<file path="src/rtl/rr_mux_arb_4_1.sv">
// rr_mux_arb_4_1: round-robin arbiter and sequencer for a 4:1 data mux.
// Grants one of four valid/ready requesters and registers the selected word
// in a one-deep output stage. The grant stays with one requester until
// req_last ends its burst.
// Optional macro RR_MUX_ARB_STATS_EN adds the grant_cnt outputs and the
// stats_clr input. These are per-requester saturating burst counters.
module rr_mux_arb_4_1 #(
  parameter int unsigned DATA_W = 32,
  parameter int unsigned SEL_W  = 2,
  parameter int unsigned CNT_W  = 16
) (
  input  logic                clk,
  input  logic                rst_n,
  input  logic [3:0]          req_valid,
  input  logic [3:0]          req_last,
  input  logic [4*DATA_W-1:0] req_data,
  output logic [3:0]          req_ready,
  output logic                out_valid,
  output logic [DATA_W-1:0]   out_data,
  output logic                out_last,
  output logic [SEL_W-1:0]    out_sel,
  input  logic                out_ready,
  output logic                busy
`ifdef RR_MUX_ARB_STATS_EN
  ,
  output logic [4*CNT_W-1:0]  grant_cnt,
  input  logic                stats_clr
`endif
);

  // The select logic is written for exactly four requesters.
  if (SEL_W != 2 || CNT_W < 1) begin : g_param_check
    $error("rr_mux_arb_4_1: SEL_W must be 2 and CNT_W at least 1");
  end

  typedef enum logic [0:0] {StIdle, StLocked} state_e;

  state_e     state_q, state_d;
  logic [1:0] ptr_q, ptr_d;
  logic [1:0] lk_q, lk_d;

  logic       load;
  logic       win_found;
  logic [1:0] winner;
  logic       xfer;
  logic       last_sel;

  assign load     = !out_valid | out_ready;
  // Reset gating keeps req_ready low while rst_n is asserted.
  assign xfer     = rst_n & load & win_found;
  assign last_sel = req_last[winner];

  // Winner selection: the locked index, or the first valid requester from ptr_q.
  always_comb begin
    logic [1:0] idx;
    winner    = ptr_q;
    win_found = 1'b0;
    idx       = ptr_q;
    if (state_q == StLocked) begin
      winner    = lk_q;
      win_found = req_valid[lk_q];
    end else begin
      // Scan from the far end so that the nearest valid requester wins.
      for (int k = 3; k >= 0; k--) begin
        idx = ptr_q + 2'(k);
        if (req_valid[idx]) begin
          winner    = idx;
          win_found = 1'b1;
        end
      end
    end
  end

  // State, lock index and round-robin pointer registers.
  always_ff @(posedge clk or negedge rst_n) begin
    if (!rst_n) begin
      state_q <= StIdle;
      ptr_q   <= 2'd0;
      lk_q    <= 2'd0;
    end else begin
      state_q <= state_d;
      ptr_q   <= ptr_d;
      lk_q    <= lk_d;
    end
  end

  // Next state: a burst locks on a non-last beat. The pointer advances only at burst end.
  always_comb begin
    state_d = state_q;
    ptr_d   = ptr_q;
    lk_d    = lk_q;
    if (xfer) begin
      if (last_sel) begin
        state_d = StIdle;
        ptr_d   = winner + 2'd1;
      end else begin
        state_d = StLocked;
        lk_d    = winner;
      end
    end
  end

  // FSM outputs: one-hot ready to the winner, and busy while locked.
  always_comb begin
    req_ready = 4'b0000;
    if (xfer) begin
      req_ready = 4'b0001 << winner;
    end
    busy = (state_q == StLocked);
  end

  // One-deep output register. A load with no transfer empties it.
  always_ff @(posedge clk or negedge rst_n) begin
    if (!rst_n) begin
      out_valid <= 1'b0;
      out_data  <= '0;
      out_last  <= 1'b0;
      out_sel   <= '0;
    end else if (load) begin
      out_valid <= xfer;
      if (xfer) begin
        out_data <= req_data[int'(winner)*DATA_W +: DATA_W];
        out_last <= last_sel;
        out_sel  <= SEL_W'(winner);
      end
    end
  end

`ifdef RR_MUX_ARB_STATS_EN
  logic [3:0][CNT_W-1:0] cnt_q;

  // Completed-burst counters. A clear wins over an increment in the same cycle.
  always_ff @(posedge clk or negedge rst_n) begin
    if (!rst_n) begin
      cnt_q <= '0;
    end else if (stats_clr) begin
      cnt_q <= '0;
    end else if (xfer && last_sel && (cnt_q[winner] != {CNT_W{1'b1}})) begin
      cnt_q[winner] <= cnt_q[winner] + 1'b1;
    end
  end

  assign grant_cnt = cnt_q;
`endif

endmodule

</file>
<file path="config.mk">
export PLATFORM = sky130hd
export DESIGN_NAME = rr_mux_arb_4_1
export DESIGN_NICKNAME = d
export VERILOG_FILES = /design/src/rtl/rr_mux_arb_4_1.sv
export SDC_FILE = /design/constraint.sdc
export NUM_CORES = 1
export LEC_CHECK = 0
export ABC_AREA = 1
export CAP_MARGIN = 10
export CORE_MARGIN = 2
export CORE_UTILIZATION = 44
export DETAILED_ROUTE_END_ITERATION = 7
export GPL_ROUTABILITY_DRIVEN = 0
export PLACE_DENSITY = 0.87
export SKIP_CTS_REPAIR_TIMING = 1
export SYNTH_ARGS = -nofsm -noshare
export SYNTH_HDL_FRONTEND = slang
export SYNTH_SLANG_ARGS = --single-unit
</file>
<file path="constraint.sdc">
create_clock -name clk -period 5.8 [get_ports clk]
set_input_delay 0.87 -clock clk [delete_from_list [all_inputs] [get_ports clk]]
set_output_delay 0.87 -clock clk [all_outputs]
set_load 0.005 [all_outputs]
</file>
# After elaboration in Yosys (flattened, before gate mapping)
# Index checks and enable logic that the tools add are counted.
# totals
ff_bits,41
in_bits,139
output_inout_bits,41
wordCells,51
# op_classes
n_addsub,4
magnitude_cmp,6
shift,2
muxes,24
bitwise,4
n_reduce_logical,4
# ops
op,count
$shiftx A128 B8 Y32,1
$lt A2 B3 Y1 const B,6
$bmux W1 S2,6
$mux W1,12
$mux W2,5
$reduce_and A2 Y1,3
$add A2 B1 Y2 const B,2
$add A2 B2 Y2 const B,2
$mux W4,1
$shl A1 B2 Y4 const A,1
$and A1 B1 Y1,2
$logic_not A1 Y1,1
$not A1 Y1,1
$or A1 B1 Y1,1

# Depth between registers and ports, before layout
# Gate-level depths: netlist of run 1.
# logic_depth
ltp_word,12
mapped_depth,17
mapped_depth_nobuf,14

# Worst setup path before layout of run 1
# No wires, ideal clock.
# synth_timing
path_kind,input-to-output
from,input port req_valid[3]
to,output port req_ready[0]
t_arrival_ps,2182
t_required_ps,4930
slack_ps,2748
path_stages,14
n_path_buf,2
cell_sequence,inv_1 -> nand2_1 -> nand3_1 -> nand2_1 -> nand3_2 -> nand3_1 -> nand2_1 -> nand3_2 -> nand2_2 -> buf_6 -> buf_2 -> ha_1 -> inv_1 -> nor2_1
# synth_via
elab_chain_cells,9
word_cells_on_any_way,23
cone_classes,shift (1); mux (21); bitwise (1)
# synth_rtl
element,line,text
from (decl),14,"input logic [3:0] req_valid,"
$bmux W1 S2,66,if (req_valid[idx]) begin
$mux W1 (not written as such),66,
$mux W2 / $mux W1 (equally long branches) (4 in a row),66,
$mux W2 / $mux W1 (equally long branches),59,if (state_q == StLocked) begin
$shl A1 B2 Y4 / $and A1 B1 Y1 (equally long branches),"107, 50",
$mux W4 (*),106,if (xfer) begin
to (decl),17,"output logic [3:0] req_ready,"
# Every way passes the cells marked *; elsewhere a longest branch is shown, timed or not. The select of a mux whose other input is x is not followed.

# Worst setup path after layout of run 1
# layout_timing
from,input port req_valid[3]
to,output port req_ready[1]
# Same word-level chain as after synthesis.

==> impl_metrics.toml, run 1 <==
[run_status]
status = "completed"

[global_route]
met2_usage = 0.4457
grtUsageTotal = 0.2464
antenna_found_initial = 0
grt-ovfl-total = 0
grt_use_met3 = 0.04882
grt_pass1_vias = 3868
grt_pass1_wl_um = 17390
grt_max_degree = 44
grtUsageMet1 = 0.2876
top_usage_layer = "met2"

[sta]
slew_headroom = 0.4577
finalMaxSlewViolations = 0
setup_ws_ps = 1350
period_share = 0.7673
hold_viol = 0
worst_pin_slew_ps = 810.6
holdWs_ps = 483.1
period_minus_slack_ps = 4450
clock_skew_ps = 9.501
finalSetupViolCount = 0
max_freq_mhz = 224.7
setup_tns_ps = 0
rsz0062_at_grt = "no"

[clock_network]
cts-buffers-inserted = 5
clock_path_buffers = 2
root_buffer = "clkbuf_8"
cts_sinks = 41
htree_levels = 2
cts_tree = "done"
clk_latency_ps = 300
clkTransAtPathRegs_ps = 80

[synth]
syn_nets = 735
synth_top_area_frac = 0.2953
synthCells = 592
ys_seq_area_frac = 0.2953
synth_area_leaders = "dfrtp_1, nand2_1, inv_1"
ys_types = 25
synth_top_area_cell = "dfrtp_1"
synth-seq-cells = 41
syn_avg_cell_area_um2 = 5.869
yosys_warnings = 0
synth_area_um2 = 3475

[detailed_routing]
drt-wirelength-per-cell_um = 12.56
first_pass_iters = 4
via_per_inst = 4.763
drc = 0
drt_iter0_markers = 135
wl_um = 10760
num_vias = 4082
drtAntennaViolNets = 0

[floorplanning]
die_height_um = 92.87
ioPinCount = 180
die_area_um2 = 8624
core_um2 = 7687
num_rows = 32
start_util = 0.4520
die_w_um = 92.87

[pwr]
p_int_mw = 1.284
swShare = 0.5033
ir_worst_vdd_uv = 197.8
p_leak_nw = 2.866
p_switching_mw = 1.302
p_seq_frac = 0.208
pwr-share-clk = 0.073
power_density_nw_per_um2 = 486.2
combPwrFrac = 0.719

[final_layout]
syn2layout_area_growth_pct = 53.08
nets = 897
fin_cells = 857
diodes = 0
layout-drive-gt1-share = 0.04238

[worst_setup_path]
critPathCaptureType = "output port"
start_kind = "input port"
cp_max_fo = 36
crit_arrival_ps = 3580
crit_type = "in -> out"
cp.required_ps = 4930
rr_worst_depth = 10

[worst_hold_path]
hp-class = "reg -> reg"
worst_hold_path.num_cells = 2

[job]
drv_cap = 0

[placement]
port_buffers = 179
placed_cells = 849
hpwl_um = 8157
place_ws_ps = 1377
-- per-stage QoR --
stage | utilization | total power, mW | area (µm²)
detailed placement | 0.6800 | 2.384 | 5228
floorplan | - | 1.834 | 3475
global route | 0.6919 | 2.854 | 5319
CTS | 0.6919 | 2.584 | 5319
global placement | 0.6800 | 2.307 | 5228
finish | 0.6919 | 2.586 | 5319
-- area by class of cell --
cell class	count	area, µm²
Clock buffer	5	68.82
Clock inverter	3	22.52
Fill cell	673	2369
Inverter	121	454.2
Multi-Input combinational cell	402	1803
Sequential cell	41	1026
Tap cell	102	127.6
Timing Repair Buffer	183	1817
-- layout by cell type (no fill, tap or decap), drive strengths merged, types with 3 or more instances in the layout --
cell             n
buf              5
clkbuf           5
clkdlybuf4s50  178
clkinvlp         3
dfrtp           41
ha               4
inv            121
nand2          254
nand3           89
nor2             9
o211ai           8
o21ai            9
or2             21
-- worst paths after layout --
check                      slack (ps)           end    startpoint
min in group asynchronous         680  out_data[14]         rst_n
min reg2reg                       480  out_data[10]  out_data[10]
max in group asynchronous        4760    out_sel[0]         rst_n
min                               480  out_data[10]  out_data[10]
max                              1350  req_ready[1]  req_valid[3]
max reg2reg                      2590          busy      ptr_q[0]
-- cells by family after synthesis --
| logic type | after synthesis | synth area share |
|---|---|---|
| and+or+nand+nor | 376 | 0.4642 |
| DFF | 41 | 0.2953 |
| buffers and inverters | 149 | 0.1858 |
| adders and majority gates | 4 | 0.01440 |
| AOI/OAI and AO/OA | 21 | 0.03781 |
| xor gates and xnor gates | 1 | 0.002521 |
-- state kept, by name, indices dropped and copies added, names as in the netlist --
| signal | cells |
|---|---|
| out_sel | 2 |
| out_last | 1 |
| lk_q | 2 |
| ptr_q | 2 |
| out_data | 32 |
| out_valid | 1 |
| busy | 1 |
-- critical path, stage by stage --
cell and delay, ps:
clkdlybuf4s50_1 440, inv_1 160, nand2_1 90, nand3_1 140, nand2_1 80, nand3_2 80, nand3_1 90, nand2_1 90
nand3_2 100, nand2_2 500, ha_1 260, inv_1 40, nor2_1 100, clkdlybuf4s50_1 530
-- cells in the mapped netlist --
library cell / number
buf_2: 18
o21ai_2: 1
or2_2: 5
o21ai_1: 4
nand2_1: 250
buf_4: 1
nor2_1: 7
o211ai_1: 8
dfrtp_1: 41
buf_6: 8
a31oi_1: 2
nor2_2: 2
a21oi_1: 2
nand2_2: 4
or3_1: 1
buf_1: 1
o21ai_0: 4
xnor2_1: 1
or2_1: 16
inv_1: 117
nand3_2: 3
inv_2: 4
nand3_1: 86
ha_1: 4
nand4_1: 2
-- layer usage --
layer  part of all wire  vias up
met1               0.41     1788
met4              0.020        0
met2               0.50      185
met5                  0        -
li1                   -     2088
met3              0.074       21
-- power by group through the flow --
| stage | clock network, mW | registers [mW] | logic (mW) |
|---|---|---|---|
| 6_report | 0.190 | 0.537 | 1.86 |
| 5_1_grt | 0.206 | 0.556 | 2.09 |
| 2_1_floorplan | 0 | 0.527 | 1.31 |
| 3_5_place_dp | 0 | 0.539 | 1.84 |
| 4_1_cts | 0.193 | 0.537 | 1.85 |
| 3_3_place_gp | 0 | 0.536 | 1.77 |
Note: power is estimated with default switching activity, not from simulation.
==> run 2, diff against run 1 <==
Settings changed: CORE_UTILIZATION 44 to 41, PLACE_DENSITY 0.87 to 0.82.
Clock period 5.8 ns to 4.6 ns, I/O delays scaled along.
==> run 2 against run 1 <==
Effect of this change: first-iteration DRC count up 45%; clock power up 22%; routed wire length up 1.3%; total power up 26%; count of clock-buffer cells in the layout up 3; register-to-register slack worse by 1000 ps; critical endpoint is now req_ready[0]; via count up 3.2%; sequential power up 25%; cell count up 0.58%; non-clock buffer count up 2; final area up 0.14%.
==> impl_metrics.toml, run 2 (synthesis results as in run 1) <==
[global_route]
grt-ovfl-total = 0
grt_use_met3 = 0.06500
top_usage_layer = "met2"
grtUsageMet1 = 0.2733
grt_pass1_vias = 3900
grtUsageTotal = 0.2400
met2_usage = 0.4271
grt_max_degree = 67
antenna_found_initial = 0
grt_pass1_wl_um = 17560

[placement]
place_ws_ps = 593.7
port_buffers = 179
hpwl_um = 8221
placed_cells = 854

[final_layout]
mostFrequentLayoutCell = "nand2_1"
largest_register_ffs = 32
layout-drive-gt1-share = 0.04095
final_cell_mix = "nand2_1, clkdlybuf4s50_1, inv_1"
diodes = 0
nets = 899
fin_util = 0.6482
syn2layout_area_growth_pct = 53.29
fillers = 713
fin_cells = 862
largest-register = "out_data"
multi_input_area_um2 = 1803
final-seq-area_um2 = 1026

[detailed_routing]
drt-wirelength-per-cell_um = 12.65
drt_iter0_markers = 196
drtAntennaViolNets = 0
wl_um = 10900
num_vias = 4212
drc = 0
first_pass_iters = 7
via_per_inst = 4.886

[floorplanning]
die_height_um = 96.06
core_um2 = 8217
start_util = 0.4229
num_rows = 33
ioPinCount = 180
die_area_um2 = 9227
die_w_um = 96.06

[clock_network]
root_buffer = "clkbuf_8"
clkTransAtPathRegs_ps = 80
htree_levels = 2
cts_sinks = 41
clock_path_buffers = 2
cts_tree = "done"
cts-buffers-inserted = 5
clk_latency_ps = 300

[worst_setup_path]
cp.required_ps = 3910
cp_max_fo = 29
crit_type = "in -> out"
crit_arrival_ps = 3350
start_kind = "input port"
critPathCaptureType = "output port"

[pwr]
power_density_nw_per_um2 = 613.7
ir_worst_vdd_uv = 360.9
p_leak_nw = 2.879

[run_status]
status = "completed"

[sta]
period_minus_slack_ps = 4038
rsz0062_at_grt = "no"
slew_headroom = 0.5917
max_freq_mhz = 247.7
hold_viol = 0
period_share = 0.8778
finalSetupViolCount = 0
finalMaxSlewViolations = 0
clock_skew_ps = 9.947
setup_ws_ps = 562.1
setup_tns_ps = 0
worst_pin_slew_ps = 612.4

[worst_hold_path]
hp-class = "in -> async"

[job]
drv_cap = 0
-- run 2: final timing paths --
check	startpoint	to	slack, ps	cells after the start
worst max-delay path	req_valid[3]	req_ready[0]	560	14
worst min-delay path	rst_n	out_valid	460	2
worst max register to register	ptr_q[0]	lk_q[1]	1570	14
worst min register to register	out_data[17]	out_data[17]	480	2
max in group asynchronous	rst_n	out_data[7]	3770	2
min in group clk	out_data[17]	out_data[17]	480	2
-- run 2: through the flow --
stage / cell area [µm²] / total power, mW / hold slack [ps]
floorplan: 3475 / 2.312 / 394.4
global placement: 5246 / 2.960 / 462.1
detailed placement: 5246 / 3.040 / 464.7
CTS: 5326 / 3.280 / 478.6
global route: 5326 / 3.648 / 493.7
finish: 5326 / 3.269 / 460.1
-- run 2: where the power goes --
group | switching (mW) | internal [mW] | leakage [nW] | total [mW]
clock | 0.124 | 0.108 | 0.0395 | 0.232
sequential | 0.128 | 0.543 | 0.505 | 0.672
combinational | 1.38 | 0.984 | 2.33 | 2.37
total | 1.63 | 1.64 | 2.88 | 3.27
-- run 2: routing by layer --
layer  share of wire  wire, µm  vias to the layer above
li1                -         -                     2085
met4           0.022       244                        0
met1            0.38      4146                     1877
met3            0.10      1103                       32
met5               0         0                        -
met2            0.50      5408                      218
-- run 2: final cells by class --
cell class,instances,share of cell area
inverters,121,0.08527
flip-flops and latches,41,0.1926
repair buffers,185,0.3439
clock buffers,8,0.01503
well taps,105,0.02467
multi-input cells,402,0.3385
-- run 2: worst max-delay path: stages --
cell,delay [ps]
clkdlybuf4s50_1,420
inv_1,150
nand2_1,100
nand3_1,150
nand2_1,100
nand3_2,90
nand3_1,100
nand2_1,100
nand3_2,110
nand2_2,430
ha_1,250
inv_1,40
nor2_1,100
clkdlybuf4s50_1,520
==> run 3, diff against run 2 <==
Settings changed: CORE_MARGIN 2 to unset.
==> run 3 against run 2 <==
Effect of this change: total power rose by 0.74%; combinational power barely moved; critical path depth fell by 1; register-to-register slack got worse by 30 ps; setup slack improved by 190 ps; critical endpoint is now req_ready[2]; largest cell class unchanged.
==> impl_metrics.toml, run 3 (synthesis results as in run 1) <==
[detailed_routing]
drt_iter0_markers = 175
wl_um = 10860
drtAntennaViolNets = 0
via_per_inst = 4.890
first_pass_iters = 4
num_vias = 4225
drc = 0
drt-wirelength-per-cell_um = 12.57

[clock_network]
clock_path_buffers = 2
cts-buffers-inserted = 5
clkTransAtPathRegs_ps = 80
htree_levels = 2
clk_latency_ps = 290
cts_sinks = 41
root_buffer = "clkbuf_8"
cts_tree = "done"

[floorplanning]
die_area_um2 = 8846
ioPinCount = 180
num_rows = 33
core_um2 = 8217
die_w_um = 94.06
start_util = 0.4229
die_height_um = 94.06

[sta]
period_share = 0.8363
setup_tns_ps = 0
slew_headroom = 0.6118
worst_pin_slew_ps = 581.4
hold_viol = 0
finalSetupViolCount = 0
max_freq_mhz = 259.9
period_minus_slack_ps = 3847
rsz0062_at_grt = "no"
clock_skew_ps = 7.889
finalMaxSlewViolations = 0

[final_layout]
syn2layout_area_growth_pct = 53.91
mostFrequentLayoutCell = "nand2_1"
fillers = 721
diodes = 0
fin_area_um2 = 5348
nets = 901
largest-register = "out_data"
largest_register_ffs = 32
final_cell_mix = "nand2_1, clkdlybuf4s50_1, inv_1"
layout-drive-gt1-share = 0.04743

[worst_setup_path]
crit_arrival_ps = 3160
crit_type = "in -> out"
start_kind = "input port"
cp_max_fo = 22
slowest_delay_ps = 520
cp_slowest_cell = "clkdlybuf4s50_1"
critPathCaptureType = "output port"
crit_chain = "clkdlybuf4s50_1, inv_1, o21ai_2, nand2_1, nand3_2, nand3_1, nand2_1, nand3_2, nand2_2, ha_1, inv_1, nor2_1, clkdlybuf4s50_1"
cp.required_ps = 3910
rr_worst_depth = 11

[worst_hold_path]
hp-class = "in -> async"

[global_route]
grt_pass1_vias = 3956
grtUsageTotal = 0.2438
grt-ovfl-total = 0
grt_max_degree = 42
antenna_found_initial = 0
grt_pass1_wl_um = 17040

[placement]
port_buffers = 179
dpl-instance-area_um2 = 5261
hpwl_um = 8320

[run_status]
status = "completed"

[pwr]
ir_worst_vdd_uv = 273.9
power_density_nw_per_um2 = 615.8
p_leak_nw = 2.893

[job]
drv_cap = 0
[run 3: metal layers]
layer / global-route usage / vias to the layer above / wire [µm] / share of wire
met5: 0 / - / 0 / 0
met4: 0.08590 / 0 / 257 / 0.024
met3: 0.04935 / 28 / 917 / 0.084
met2: 0.4592 / 211 / 5467 / 0.50
met1: 0.2678 / 1894 / 4221 / 0.39
li1: - / 2092 / - / -
[run 3: path summary, 6_finish.rpt]
kind / slack (ps) / startpoint / endpoint
worst max-delay path: 750 / req_valid[3] / req_ready[2]
min in group clk: 490 / out_data[15] / out_data[15]
worst max register to register: 1540 / ptr_q[0] / busy
worst min-delay path: 460 / rst_n / out_valid
worst min register to register: 490 / out_data[15] / out_data[15]
max in group asynchronous: 3760 / rst_n / out_data[20]
[run 3: critical path, delay by kind of cell]
family	cells	cell delay, ps
AND/OR/NAND/NOR	7	970
AO/OA/AOI/OAI	1	140
adder cells (fa/ha/maj)	1	230
buffers and inverters	4	1130
[run 3: report_power, final]
group	total [mW]	internal (mW)	switching, mW	leakage, nW
clock	0.234	0.105	0.129	0.0439
combinational	2.38	1.00	1.38	2.34
sequential	0.683	0.543	0.139	0.505
total	3.29	1.65	1.64	2.89
[run 3: per-stage QoR]
step / util / total power, mW / instances / hold slack, ps / setup WS [ps]
after detailed placement: 0.6403 / 3.051 / 856 / 470.4 / 790.0
after CTS: 0.6508 / 3.298 / 864 / 481.2 / 771.5
after global placement: 0.6403 / 2.973 / 856 / 463.5 / 882.0
after global routing: 0.6508 / 3.637 / 864 / 512.5 / 509.4
final: 0.6508 / 3.293 / 864 / 459.0 / 752.8
after floorplan: - / 2.312 / 592 / 394.4 / 1908
[run 3: final cells by class]
type | instances | area, µm² | share of cell area
clock buffers | 5 | 68.82 | 0.01287
clock inverters | 3 | 17.52 | 0.003276
inverters | 121 | 454.2 | 0.08493
multi-input cells | 402 | 1803 | 0.3372
flip-flops and latches | 41 | 1026 | 0.1919
well taps | 105 | 131.4 | 0.02457
repair buffers | 187 | 1847 | 0.3453
